`config.mk`:
```
export PLATFORM = sky130hd
export DESIGN_NAME = reg_bus_master_flat
export DESIGN_NICKNAME = d
export VERILOG_FILES = /design/src/rtl/reg_bus_pkg.sv /design/src/rtl/reg_bus_master_if.sv /design/src/rtl/reg_bus_shifter.sv /design/src/rtl/reg_bus_master.sv /design/src/flat_wrapper.sv
export SDC_FILE = /design/constraint.sdc
export NUM_CORES = 1
export LEC_CHECK = 0
export BUFFER_PORTS_ARGS = -buffer_cell sky130_fd_sc_hd__buf_2
export CAP_MARGIN = 20
export CORE_ASPECT_RATIO = 0.8
export CORE_UTILIZATION = 60
export CTS_BUF_LIST = sky130_fd_sc_hd__clkbuf_8
export CTS_CLUSTER_SIZE = 28
export DETAILED_ROUTE_END_ITERATION = 12
export GPL_TIMING_DRIVEN = 0
export PLACE_DENSITY = 0.86
export SYNTH_ARGS = -nofsm -noshare
export SYNTH_HDL_FRONTEND = slang
export SYNTH_HIERARCHICAL = 1
export SYNTH_SLANG_ARGS = --single-unit
```
`constraint.sdc`:
```
create_clock -name CLK -period 4.15 [get_ports CLK]
set_clock_uncertainty 0.2 [all_clocks]
set_input_delay 0.83 -clock CLK [delete_from_list [all_inputs] [get_ports CLK]]
set_output_delay 0.83 -clock CLK [all_outputs]
set_load 0.05 [all_outputs]
```
`src/rtl/reg_bus_pkg.sv`:
```
// Shared types and constants for the 3-wire register bus master and its register map.
package reg_bus_pkg;

    localparam int ADDR_WIDTH = 8;
    localparam int DATA_WIDTH = 8;

    typedef enum logic [2:0] {
        IDLE,
        CMD,
        ADDR,
        WDATA,
        TURN,
        RDATA,
        RSP,
        GAP
    } reg_bus_state_t;

    localparam logic [ADDR_WIDTH-1:0] REG0_ADDR  = 8'h34;
    localparam logic [ADDR_WIDTH-1:0] REG1_ADDR  = 8'h78;
    localparam logic [ADDR_WIDTH-1:0] REG2_ADDR  = 8'hA1;
    localparam logic [ADDR_WIDTH-1:0] REG3_ADDR  = 8'h06;
    localparam logic [ADDR_WIDTH-1:0] REG4_ADDR  = 8'h55;
    localparam logic [DATA_WIDTH-1:0] REG4_VALUE = 8'h33;

endpackage

```
`src/rtl/reg_bus_master_if.sv`:
```
// Request/response handshake and serial bus wires of the register bus master.
interface reg_bus_master_if #(
    parameter int ADDR_WIDTH = 8,
    parameter int DATA_WIDTH = 8
) ();

    logic                  REQ_VALID;
    logic                  REQ_READY;
    logic                  REQ_WR;
    logic [ADDR_WIDTH-1:0] REQ_ADDR;
    logic [DATA_WIDTH-1:0] REQ_WDATA;
    logic                  RSP_VALID;
    logic [DATA_WIDTH-1:0] RSP_RDATA;
    logic                  BUS_WR_EN;
    logic                  BUS_RD_EN;
    logic                  BUS_DIN;
    logic                  BUS_DOUT;
    logic                  BUSY;

    modport master (
        input  REQ_VALID, REQ_WR, REQ_ADDR, REQ_WDATA, BUS_DOUT,
        output REQ_READY, RSP_VALID, RSP_RDATA, BUS_WR_EN, BUS_RD_EN, BUS_DIN, BUSY
    );

    modport slave (
        output REQ_VALID, REQ_WR, REQ_ADDR, REQ_WDATA, BUS_DOUT,
        input  REQ_READY, RSP_VALID, RSP_RDATA, BUS_WR_EN, BUS_RD_EN, BUS_DIN, BUSY
    );

endinterface

```
`src/rtl/reg_bus_shifter.sv`:
```
// Parallel-load shift register: MSB-first serial out, serial in at the LSB.
module reg_bus_shifter #(
    parameter int WIDTH = 8
) (
    input  logic             CLK,
    input  logic             RSTN,
    input  logic             load_i,
    input  logic [WIDTH-1:0] load_val_i,
    input  logic             shift_out_i,
    input  logic             shift_in_i,
    input  logic             sin_i,
    output logic             sout_o,
    output logic [WIDTH-1:0] next_o
);

    logic [WIDTH-1:0] shift_q;
    logic [WIDTH-1:0] shift_d;

    always_comb begin
        shift_d = shift_q;
        if (load_i) begin
            shift_d = load_val_i;
        end else if (shift_out_i) begin
            shift_d = {shift_q[WIDTH-2:0], 1'b0};
        end else if (shift_in_i) begin
            shift_d = {shift_q[WIDTH-2:0], sin_i};
        end
    end

    always_ff @(posedge CLK or negedge RSTN) begin
        if (!RSTN) begin
            shift_q <= '0;
        end else begin
            shift_q <= shift_d;
        end
    end

    assign sout_o = shift_q[WIDTH-1];
    assign next_o = shift_d;

endmodule

```
`src/rtl/reg_bus_master.sv`:
```
// Serial master for the 3-wire register bus: one read or write in flight at a time.
//   state | meaning
//   IDLE  | ready for a request
//   CMD   | strobe cycle (WR_EN or RD_EN)
//   ADDR  | address bits out, MSB first
//   WDATA | write data bits out, MSB first
//   TURN  | idle turnaround before read data
//   RDATA | read data bits sampled from BUS_DOUT
//   RSP   | one-cycle response pulse
//   GAP   | idle cycles before the next request
module reg_bus_master #(
    parameter int ADDR_WIDTH  = reg_bus_pkg::ADDR_WIDTH,
    parameter int DATA_WIDTH  = reg_bus_pkg::DATA_WIDTH,
    parameter int TURN_CYCLES = 1,
    parameter int GAP_CYCLES  = 1
) (
    input  logic             CLK,
    input  logic             RSTN,
    reg_bus_master_if.master bus
);
    import reg_bus_pkg::*;

    localparam int SHIFT_W = (ADDR_WIDTH > DATA_WIDTH) ? ADDR_WIDTH : DATA_WIDTH;
    localparam int MAX_TG  = (TURN_CYCLES > GAP_CYCLES) ? TURN_CYCLES : GAP_CYCLES;
    localparam int MAX_ALL = (SHIFT_W > MAX_TG) ? SHIFT_W : MAX_TG;
    localparam int CNT_W   = $clog2(MAX_ALL) + 1;

    reg_bus_state_t        state_q, state_d;
    logic [CNT_W-1:0]      cnt_q, cnt_d, cnt_load;
    logic                  wr_q;
    logic [DATA_WIDTH-1:0] wdata_q;
    logic [DATA_WIDTH-1:0] rsp_rdata_q;

    logic                  accept;
    logic                  cnt_zero;
    logic                  sh_load, sh_out, sh_in, sh_sout;
    logic [SHIFT_W-1:0]    sh_load_val, sh_next;

    assign accept   = bus.REQ_VALID && (state_q == IDLE);
    assign cnt_zero = (cnt_q == '0);

    always_ff @(posedge CLK or negedge RSTN) begin
        if (!RSTN) begin
            state_q     <= IDLE;
            cnt_q       <= '0;
            wr_q        <= 1'b0;
            wdata_q     <= '0;
            rsp_rdata_q <= '0;
        end else begin
            state_q <= state_d;
            cnt_q   <= cnt_d;
            if (accept) begin
                wr_q    <= bus.REQ_WR;
                wdata_q <= bus.REQ_WDATA;
            end
            if (state_q == RDATA && state_d == RSP) begin
                rsp_rdata_q <= sh_next[DATA_WIDTH-1:0];
            end
        end
    end

    always_comb begin
        state_d = state_q;
        unique case (state_q)
            IDLE:  if (accept)   state_d = CMD;
            CMD:                 state_d = ADDR;
            ADDR:  if (cnt_zero) state_d = wr_q ? WDATA : TURN;
            WDATA: if (cnt_zero) state_d = (GAP_CYCLES == 0) ? IDLE : GAP;
            TURN:  if (cnt_zero) state_d = RDATA;
            RDATA: if (cnt_zero) state_d = RSP;
            RSP:                 state_d = (GAP_CYCLES == 0) ? IDLE : GAP;
            GAP:   if (cnt_zero) state_d = IDLE;
            default:             state_d = IDLE;
        endcase
    end

    // Counter holds remaining cycles minus one, reloaded on every state change.
    always_comb begin
        cnt_load = '0;
        case (state_d)
            ADDR:         cnt_load = CNT_W'(ADDR_WIDTH - 1);
            WDATA, RDATA: cnt_load = CNT_W'(DATA_WIDTH - 1);
            TURN:         cnt_load = CNT_W'(TURN_CYCLES - 1);
            GAP:          cnt_load = CNT_W'(GAP_CYCLES - 1);
            default:      cnt_load = '0;
        endcase
        if (state_d != state_q) begin
            cnt_d = cnt_load;
        end else if (!cnt_zero) begin
            cnt_d = cnt_q - CNT_W'(1);
        end else begin
            cnt_d = cnt_q;
        end
    end

    // Address is loaded at acceptance; write data replaces it on the last address cycle.
    assign sh_load     = accept || (state_q == ADDR && cnt_zero && wr_q);
    assign sh_load_val = accept ? (SHIFT_W'(bus.REQ_ADDR) << (SHIFT_W - ADDR_WIDTH))
                                : (SHIFT_W'(wdata_q) << (SHIFT_W - DATA_WIDTH));
    assign sh_out      = (state_q == ADDR) || (state_q == WDATA);
    assign sh_in       = (state_q == RDATA);

    reg_bus_shifter #(
        .WIDTH (SHIFT_W)
    ) u_shifter (
        .CLK         (CLK),
        .RSTN        (RSTN),
        .load_i      (sh_load),
        .load_val_i  (sh_load_val),
        .shift_out_i (sh_out),
        .shift_in_i  (sh_in),
        .sin_i       (bus.BUS_DOUT),
        .sout_o      (sh_sout),
        .next_o      (sh_next)
    );

    always_comb begin
        bus.REQ_READY = (state_q == IDLE);
        bus.BUSY      = (state_q != IDLE);
        bus.BUS_WR_EN = (state_q == CMD) && wr_q;
        bus.BUS_RD_EN = (state_q == CMD) && !wr_q;
        bus.BUS_DIN   = sh_out ? sh_sout : 1'b0;
        bus.RSP_VALID = (state_q == RSP);
        bus.RSP_RDATA = rsp_rdata_q;
    end

endmodule

```
`src/flat_wrapper.sv`:
```
// flat-port wrapper written by rule: the top's interface ports become plain ports
module reg_bus_master_flat import reg_bus_pkg::*;
#(
    parameter int ADDR_WIDTH  = reg_bus_pkg::ADDR_WIDTH,
    parameter int DATA_WIDTH  = reg_bus_pkg::DATA_WIDTH,
    parameter int TURN_CYCLES = 1,
    parameter int GAP_CYCLES  = 1
)
  (CLK, RSTN, bus_REQ_VALID, bus_REQ_WR, bus_REQ_ADDR, bus_REQ_WDATA, bus_BUS_DOUT, bus_REQ_READY, bus_RSP_VALID, bus_RSP_RDATA, bus_BUS_WR_EN, bus_BUS_RD_EN, bus_BUS_DIN, bus_BUSY);
  reg_bus_master_if #(.ADDR_WIDTH(ADDR_WIDTH), .DATA_WIDTH(DATA_WIDTH)) bus_i ();
  input  logic CLK;
  input  logic RSTN;
  input wire logic [$bits(bus_i.REQ_VALID)-1:0] bus_REQ_VALID;
  input wire logic [$bits(bus_i.REQ_WR)-1:0] bus_REQ_WR;
  input wire logic [$bits(bus_i.REQ_ADDR)-1:0] bus_REQ_ADDR;
  input wire logic [$bits(bus_i.REQ_WDATA)-1:0] bus_REQ_WDATA;
  input wire logic [$bits(bus_i.BUS_DOUT)-1:0] bus_BUS_DOUT;
  output wire logic [$bits(bus_i.REQ_READY)-1:0] bus_REQ_READY;
  output wire logic [$bits(bus_i.RSP_VALID)-1:0] bus_RSP_VALID;
  output wire logic [$bits(bus_i.RSP_RDATA)-1:0] bus_RSP_RDATA;
  output wire logic [$bits(bus_i.BUS_WR_EN)-1:0] bus_BUS_WR_EN;
  output wire logic [$bits(bus_i.BUS_RD_EN)-1:0] bus_BUS_RD_EN;
  output wire logic [$bits(bus_i.BUS_DIN)-1:0] bus_BUS_DIN;
  output wire logic [$bits(bus_i.BUSY)-1:0] bus_BUSY;
  assign bus_i.REQ_VALID = bus_REQ_VALID;
  assign bus_i.REQ_WR = bus_REQ_WR;
  assign bus_i.REQ_ADDR = bus_REQ_ADDR;
  assign bus_i.REQ_WDATA = bus_REQ_WDATA;
  assign bus_i.BUS_DOUT = bus_BUS_DOUT;
  assign bus_REQ_READY = bus_i.REQ_READY;
  assign bus_RSP_VALID = bus_i.RSP_VALID;
  assign bus_RSP_RDATA = bus_i.RSP_RDATA;
  assign bus_BUS_WR_EN = bus_i.BUS_WR_EN;
  assign bus_BUS_RD_EN = bus_i.BUS_RD_EN;
  assign bus_BUS_DIN = bus_i.BUS_DIN;
  assign bus_BUSY = bus_i.BUSY;
  reg_bus_master #(.ADDR_WIDTH(ADDR_WIDTH), .DATA_WIDTH(DATA_WIDTH), .TURN_CYCLES(TURN_CYCLES), .GAP_CYCLES(GAP_CYCLES)) u_core (.CLK(CLK), .RSTN(RSTN), .bus(bus_i));
endmodule
```
# Word-level counts from Yosys, hierarchy flattened
# Index checks and enable logic that the tools add are counted.
[word_totals]
regBits = 32
out_inout_bits = 14
wordCells = 49
[op_classes]
add_sub_neg = 1
n_eq_ne = 13
n_mux = 16
n_reduce_logical = 13
[op_table]
columns = ["cell", "count"]
rows = [
  ["$mux 8", 4],
  ["$mux 3", 8],
  ["$pmux 3 s8", 1],
  ["$eq 3x3->1 const B", 6],
  ["$eq 3x2->1 const B", 4],
  ["$mux 4", 2],
  ["$logic_and 1x1->1", 6],
  ["$logic_not 4->1", 1],
  ["$sub 4x1->4 const B", 1],
  ["$eq 3x1->1 const B", 1],
  ["$logic_not 3->1", 1],
  ["$ne 3x3->1", 1],
  ["$reduce_bool 3->1", 1],
  ["$reduce_or 3->1", 1],
  ["$logic_or 1x1->1", 2],
  ["$ne 2x2->1 const B", 1],
  ["$logic_not 1->1", 1],
  ["$mux 1", 1],
]

# Longest topological paths before layout
# Gate-level depths: netlist of run 1.
[logic_depth]
ltp_word = 8
ltp_mapped = 9
ltp_nobuf = 7

# Modules after synthesis
# The synthesis of run 1 kept the hierarchy.
[by_module_without_submodules]
columns = ["module", "n_inst", "cells_each", "area_per_inst_um2", "seq_area_each_um2"]
rows = [
  ["reg_bus_master", 1, 136, 1251.2, 600.6],
  ["reg_bus_shifter", 1, 38, 439.2, 200.2],
]

# Worst setup path before layout of run 1
# No wires, ideal clock.
[synth_timing]
kind = "reg-to-reg"
from = "register u_core.state_q[0]"
to = "register u_core.rsp_rdata_q[6], in the netlist u_core/bus.RSP_RDATA[6]"
setup_time_ns = 0.125
arrival_time_ns = 2.615
t_required_ns = 3.825
path_slack_ns = 1.210
path_stages_with_launch = 8
n_path_buf = 1
synth_period_minus_slack_ns = 2.940
path_cell_list = "dfrtp_1 nor3_2 nand2_1 o31ai_1 clkbuf_1 nor4b_1 a221o_1 mux2_2"
[synth_between]
word_cells_on_any_way = 26
[synth_rtl]
columns = ["element", "line_no", "source"]
rows = [
  ["start, declared", "reg_bus_master.sv:28", "reg_bus_state_t state_q, state_d;"],
  ["start signal, assigned", "reg_bus_master.sv:50", "state_q <= state_d;"],
  ["$logic_not 3->1", "--", ""],
  ["named net bus_REQ_READY", "flat_wrapper.sv:18", "output wire logic [$bits(bus_i.REQ_READY)-1:0] bus_REQ_READY;"],
  ["$logic_and 1x1->1", "reg_bus_master.sv:39", "assign accept = bus.REQ_VALID && (state_q == IDLE);"],
  ["$logic_or 1x1->1", "reg_bus_master.sv:97", "assign sh_load = accept || (state_q == ADDR && cnt_zero && wr_q);"],
  ["named net u_core.sh_load", "reg_bus_master.sv:36", "logic sh_load, sh_out, sh_in, sh_sout;"],
  ["$mux 8", "reg_bus_shifter.sv:21", "if (load_i) begin"],
  ["named net u_core.sh_next[6]", "reg_bus_master.sv:37", "logic [SHIFT_W-1:0] sh_load_val, sh_next;"],
  ["end signal, assigned", "reg_bus_master.sv:57", "rsp_rdata_q <= sh_next[DATA_WIDTH-1:0];"],
  ["end, declared", "reg_bus_master.sv:32", "logic [DATA_WIDTH-1:0] rsp_rdata_q;"],
]
# The timed path passes the listed nets, and every way through them passes these cells.
# A chain may end at the register's enable or synchronous reset.

# Worst setup path in the final report of run 1
[layout_timing]
from = "register u_core.cnt_q[0]"
to = "register u_core.rsp_rdata_q[6], in the netlist u_core/bus.RSP_RDATA[6]"
[layout_between]
elab_chain_cells = 5
word_cells_on_any_way = 13
[layout_rtl]
columns = ["element", "line_no", "source"]
rows = [
  ["start, declared", "reg_bus_master.sv:29", "logic [CNT_W-1:0] cnt_q, cnt_d, cnt_load;"],
  ["start signal, assigned", "reg_bus_master.sv:51", "cnt_q <= cnt_d;"],
  ["$logic_not 4->1", "reg_bus_master.sv:40", "assign cnt_zero = (cnt_q == '0);"],
  ["$logic_and 1x1->1 (2 in a row)", "reg_bus_master.sv:97", ""],
  ["$logic_or 1x1->1", "reg_bus_master.sv:97", ""],
  ["named net u_core.sh_load", "reg_bus_master.sv:36", ""],
  ["$mux 8", "reg_bus_shifter.sv:21", ""],
  ["named net u_core.sh_next[6]", "reg_bus_master.sv:37", ""],
]
# The timed path passes the listed nets, and every way through them passes these cells.

==> results of run 1 <==
==> worst max path at each step <==
stage                                    to  slack [ns]  cells past startpoint              start
finish              u_core/bus.RSP_RDATA[6]        1.08                      8    u_core/cnt_q[0]
global route        u_core/bus.RSP_RDATA[6]        0.89                      8    u_core/cnt_q[0]
CTS                 u_core/bus.RSP_RDATA[6]        1.10                      8    u_core/cnt_q[0]
detailed placement  u_core/bus.RSP_RDATA[6]        1.11                      8    u_core/cnt_q[0]
global placement    u_core/bus.RSP_RDATA[6]        1.17                      8    u_core/cnt_q[0]
floorplan           u_core/bus.RSP_RDATA[6]        1.21                      7  u_core/state_q[0]
==> through the flow <==
step | setup WS, ns | area [µm²]
after floorplan | 1.210 | 1690
after global placement | 1.174 | 1906
after detailed placement | 1.106 | 1906
after CTS | 1.102 | 2013
after global routing | 0.8920 | 2013
final | 1.084 | 2013
==> flip-flops by register name, summed over array words and instances, names as in the netlist <==
signal and cells:
u_core/wr_q 1, u_core/bus.RSP_RDATA 8, u_core/wdata_q 8, u_core/u_shifter/shift_q 8, u_core/cnt_q 4, u_core/state_q 3
==> cell families (layout without fill, tap and decap cells) <==
kind of cell,count (synthesis),after routing,share of synthesized area
DFF,32,32,0.4737
muxes,9,9,0.05922
xor gates and xnor gates,2,2,0.01036
adders and majority gates,1,1,0.007401
and+or+nand+nor,85,85,0.2717
buffers and inverters,15,57,0.05181
AOI/OAI and AO/OA,30,30,0.1258
==> layout by cell type, fill, tap and decap left out, types with 5 or more instances in the layout <==
cell / synthesis / final
a21oi_1: 8 / 8
a221o_1: 8 / 8
nand2_1: 44 / 44
o21ai_0: 7 / 7
nor4b_1: 7 / 7
clkbuf_8: 0 / 5
nor2_1: 5 / 5
mux2_2: 8 / 8
dfrtp_1: 32 / 32
inv_1: 4 / 5
buf_2: 7 / 41
nor2b_1: 9 / 9
==> worst min-delay path, delay by kind of cell, from the launching register on <==
| family | cells | cell delay (ns) |
|---|---|---|
| and+or+nand+nor | 2 | 0.11 |
| DFF | 1 | 0.32 |
==> per-layer routing <==
layer	vias up	routed length [µm]
li1	693	-
met1	665	1741
met2	61	1655
met3	7	237
met4	0	34
met5	-	0
==> cell type report <==
| type | instances | area (µm²) |
|---|---|---|
| fill | 178 | 549.3 |
| multi-input combinational | 127 | 802.0 |
| sequential | 32 | 800.8 |
| buffer | 11 | 72.57 |
| inverter | 4 | 15.01 |
| clock buffer | 5 | 68.82 |
| tap | 36 | 45.04 |
| clock inverter | 3 | 38.79 |
| timing repair buffer | 34 | 170.2 |
==> where the power goes <==
group	switching, mW	internal (mW)	total (mW)
Sequential	0.0814	0.430	0.511
Clock	0.110	0.176	0.285
Combinational	0.422	0.262	0.684
Total	0.613	0.868	1.48
==> flow_summary.toml, run 1 <==
[timing]
whs_ns = 0.2636
period_share = 0.7387
max_freq_ghz = 0.3262
grt_setup_unrepaired = "no"
finalSetupTns_ns = 0
setup_viol = 0
hold_viol = 0
slew_headroom = 0.5451
tightest_slew_ns = 0.6824
period_minus_slack_ns = 3.066
slew_viol_final = 0

[worst_setup_path]
slowest_delay_ns = 0.52
reg2reg_depth = 8
cp-start-kind = "flip-flop"
r2r-end = "u_core/bus.RSP_RDATA[6]"
cp-end-kind = "flip-flop"
arrival_ns = 3.03
path_buf_inv = 2
r2r-start = "u_core/cnt_q[0]"
r2r_slack_ns = 1.08
critPathKind = "flip-flop to flip-flop"
crit_required_ns = 4.11
path_cells = "inv_1 > ha_1 > or3b_4 > o31ai_1 > clkbuf_1 > nor4b_1 > a221o_1 > mux2_2"
slowest_stage = "o31ai_1"
crit_family = "compound AO/OA/AOI/OAI gates"
worstPathMaxFanout = 10

[yosys]
ys_seq_area_frac = 0.4737
ys_seq_elements = 32
synth.distinct_cells = 36
async_flop_share = 1.000
syn_area_um2 = 1690
avgSynthCellArea_um2 = 9.715
syn-num-nets = 196
synth_area_leader_cell = "dfrtp_1"
yosysTopAreaCellShare = 0.4737
synth.area.top_cells = "dfrtp_1, nand2_1, mux2_2"
yosysMostFrequentCell = "nand2_1"
yosysWarnings = 6
ys_top_cells_by_count = "nand2_1, dfrtp_1, nor2b_1"
synth_cells = 174
synth_edf_count = 0
synth_ff_type = "dfrtp_1"

[floorplanning]
dieArea_um2 = 3035
io_pins = 35
rows = 16
core_um2 = 2562
die_y_um = 49.48
die_x_um = 61.35
start_util = 0.6597

[clock_network]
hold_buffers = 0
post_cts_resized = 0
htreeDepth = 2
cts_setup_buffers = 0
cts_sinks = 32
clk_pin_slew_ns = 0.06
cts_buffers = 5
insertion_delay_ns = 0.28
root_buffer = "clkbuf_8"
tritoncts = "done"
clk_path_buf_depth = 2

[global_routing]
grt-ovfl-total = 0
grtUsageMet3 = 0.08136
grt_max_degree = 33
grt_pass1_vias = 1378
top_usage_layer = "met2"
track_usage = 0.2803
antenna_found_initial = 0
grt_pass1_wl_um = 6161
met2_usage = 0.4112
grt_use_met1 = 0.3975

[power]
p_leak_nw = 1.042
peakVddDrop_mv = 0.3942
total_power_mw = 1.481
power-per-cell-area_nw_per_um2 = 735.4

[route]
drc = 0
ant_nets = 0
post_drt_wl_per_cell_um = 14.56
vias_per_cell = 5.659
first_pass_iters = 4
drt_wl_total_um = 3668
vias = 1426
drt_iter0_markers = 127

[job]
maxCapViolCount = 0

[status]
status = "completed"

[finish]
layout.cells.non_filler = 252
postLayoutCoreUtil = 0.7856
layout-area-overhead-vs-synth_pct = 19.10
nNetsFinal = 237
antenna_cells = 0
drive_gt1_frac = 0.3056

[worst_hold_path]
min_path_cells = 2
hold_end = "u_core/wdata_q[4]"
hp-start = "u_core/wdata_q[4]"
worst_hold_path_type = "flip-flop to flip-flop"

[placement]
dp.cells = 244
hpwlAfterDp_um = 2669
gp_congestion = 0.9301
port-buffer-count = 34
No activity file was read; power rests on OpenSTA's default activity.
==> run 2: changes to the inputs <==
--- a/config.mk
+++ b/config.mk
@@ -8,12 +8,12 @@
 export BUFFER_PORTS_ARGS = -buffer_cell sky130_fd_sc_hd__buf_2
 export CAP_MARGIN = 20
 export CORE_ASPECT_RATIO = 0.8
-export CORE_UTILIZATION = 60
+export CORE_UTILIZATION = 56
 export CTS_BUF_LIST = sky130_fd_sc_hd__clkbuf_8
 export CTS_CLUSTER_SIZE = 28
 export DETAILED_ROUTE_END_ITERATION = 12
 export GPL_TIMING_DRIVEN = 0
-export PLACE_DENSITY = 0.86
+export PLACE_DENSITY = 0.81
 export SYNTH_ARGS = -nofsm -noshare
 export SYNTH_HDL_FRONTEND = slang
 export SYNTH_HIERARCHICAL = 1
==> constraint.sdc (replaced) <==
create_clock -name CLK -period 2.9 [get_ports CLK]
set_clock_uncertainty 0.2 [all_clocks]
set_input_delay 0.58 -clock CLK [delete_from_list [all_inputs] [get_ports CLK]]
set_output_delay 0.58 -clock CLK [all_outputs]
set_load 0.05 [all_outputs]
==> flow_summary.toml, run 2 (same netlist as run 1, synthesis figures left out) <==
[status]
status = "completed"

[route]
vias = 1362
drt_wl_total_um = 3454
post_drt_wl_per_cell_um = 13.60
vias_per_cell = 5.362
ant_nets = 0
first_pass_iters = 4
drt_iter0_markers = 79
drc = 0

[worst_setup_path]
path_cells = "inv_1 > ha_1 > or3b_4 > o31ai_4 > buf_4 > nor2b_1 > a221o_1 > mux2_2"
arrival_ns = 2.71
cp-start-kind = "flip-flop"
r2r-start = "u_core/cnt_q[0]"
crit_required_ns = 2.87
critPathKind = "flip-flop to flip-flop"
slowest_stage = "or3b_4"
path_buf_inv = 2
worstPathMaxFanout = 10
cp-end-kind = "flip-flop"
setup.worst_path.start = "u_core/cnt_q[0]"
slowest_delay_ns = 0.46
crit_family = "compound AO/OA/AOI/OAI gates"

[floorplanning]
core_um2 = 2808
start_util = 0.6020
die_x_um = 63.43
dieArea_um2 = 3244
rows = 17
die_y_um = 51.14
io_pins = 35

[power]
p_switching_mw = 0.8726
seqPwrFrac = 0.361
power-per-cell-area_nw_per_um2 = 1007
clock_power_share = 0.160
swShare = 0.4291
total_power_mw = 2.034
peakVddDrop_mv = 0.6893
p_leak_nw = 1.042
intPower_mw = 1.161
p_comb_frac = 0.479

[placement]
port-buffer-count = 34
gp_congestion = 0.9103
hpwlAfterDp_um = 2569
preCtsSetupSlack_ns = -0.1568
dp.cells = 246

[clock_network]
post_cts_resized = 2
hold_buffers = 0
tritoncts = "done"
cts_buffers = 5
root_buffer = "clkbuf_8"
htreeDepth = 2
cts_setup_buffers = 0
clk_path_buf_depth = 2
insertion_delay_ns = 0.28
clk_pin_slew_ns = 0.07
cts_sinks = 32

[global_routing]
grt-ovfl-total = 0
grt_pass1_vias = 1312
grt_max_degree = 33
grt_pass1_wl_um = 5871
antenna_found_initial = 0
track_usage = 0.2391

[timing]
worst_slack_ns = 0.1605
period_minus_slack_ns = 2.739
whs_ns = 0.1393
tightest_slew_ns = 0.6854
slew_headroom = 0.5431
period_share = 0.9447
slew_viol_final = 0
hold_viol = 0
max_freq_ghz = 0.3650
setup_viol = 0
grt_setup_unrepaired = "no"

[finish]
nNetsFinal = 237
final_common_cell = "nand2_1"
postLayoutCoreUtil = 0.7193
antenna_cells = 0
final_cell_mix = "nand2_1, buf_2, dfrtp_1"
layout-area-overhead-vs-synth_pct = 19.47
drive_gt1_frac = 0.3194
layout.cells.non_filler = 254

[worst_hold_path]
worst_hold_path_type = "input port to asynchronous set/reset pin"

[job]
maxCapViolCount = 0
==> run 2: final timing paths <==
check / end / slack, ns / cells after the start
worst max-delay path: u_core/bus.RSP_RDATA[4] / 0.16 / 8
worst min-delay path: u_core/wdata_q[1] / 0.14 / 1
worst max register to register: u_core/bus.RSP_RDATA[4] / 0.16 / 8
worst min register to register: u_core/wdata_q[6] / 0.27 / 2
max in group asynchronous: u_core/wdata_q[6] / 1.92 / 1
min in group CLK: u_core/wdata_q[6] / 0.27 / 2
==> run 2: final cells by class <==
| class | instances | area [µm²] |
|---|---|---|
| multi-input combinational | 127 | 822.0 |
| timing repair buffer | 34 | 170.2 |
| inverter | 4 | 15.01 |
| fill | 226 | 788.3 |
| tap | 38 | 47.55 |
| sequential | 32 | 800.8 |
| clock buffer | 5 | 68.82 |
| buffer | 11 | 76.32 |
| clock inverter | 3 | 18.77 |
==> run 2: power groups by stage <==
| stage | sequential (mW) | combinational (mW) | clock [mW] |
|---|---|---|---|
| 5_1_grt | 0.757 | 1.07 | 0.360 |
| 2_1_floorplan | 0.809 | 0.656 | 0 |
| 6_report | 0.734 | 0.974 | 0.326 |
| 3_5_place_dp | 0.739 | 0.951 | 0 |
| 4_1_cts | 0.732 | 0.960 | 0.338 |
| 3_3_place_gp | 0.729 | 0.919 | 0 |
==> run 2: per-layer routing <==
metal | track usage | up-vias | wire (µm)
met2 | 0.3546 | 41 | 1484
met1 | 0.3387 | 627 | 1725
met3 | 0.07143 | 2 | 225
met4 | 0.06818 | 0 | 19
met5 | 0 | - | 0
li1 | - | 692 | -
==> run 2: through the flow <==
stage / setup TNS (ns) / instance area (µm²)
after floorplan: 0 / 1697
after global placement: -0.09312 / 1914
after detailed placement: -0.6853 / 1914
after CTS: 0 / 2008
after global routing: 0 / 2019
final: 0 / 2019
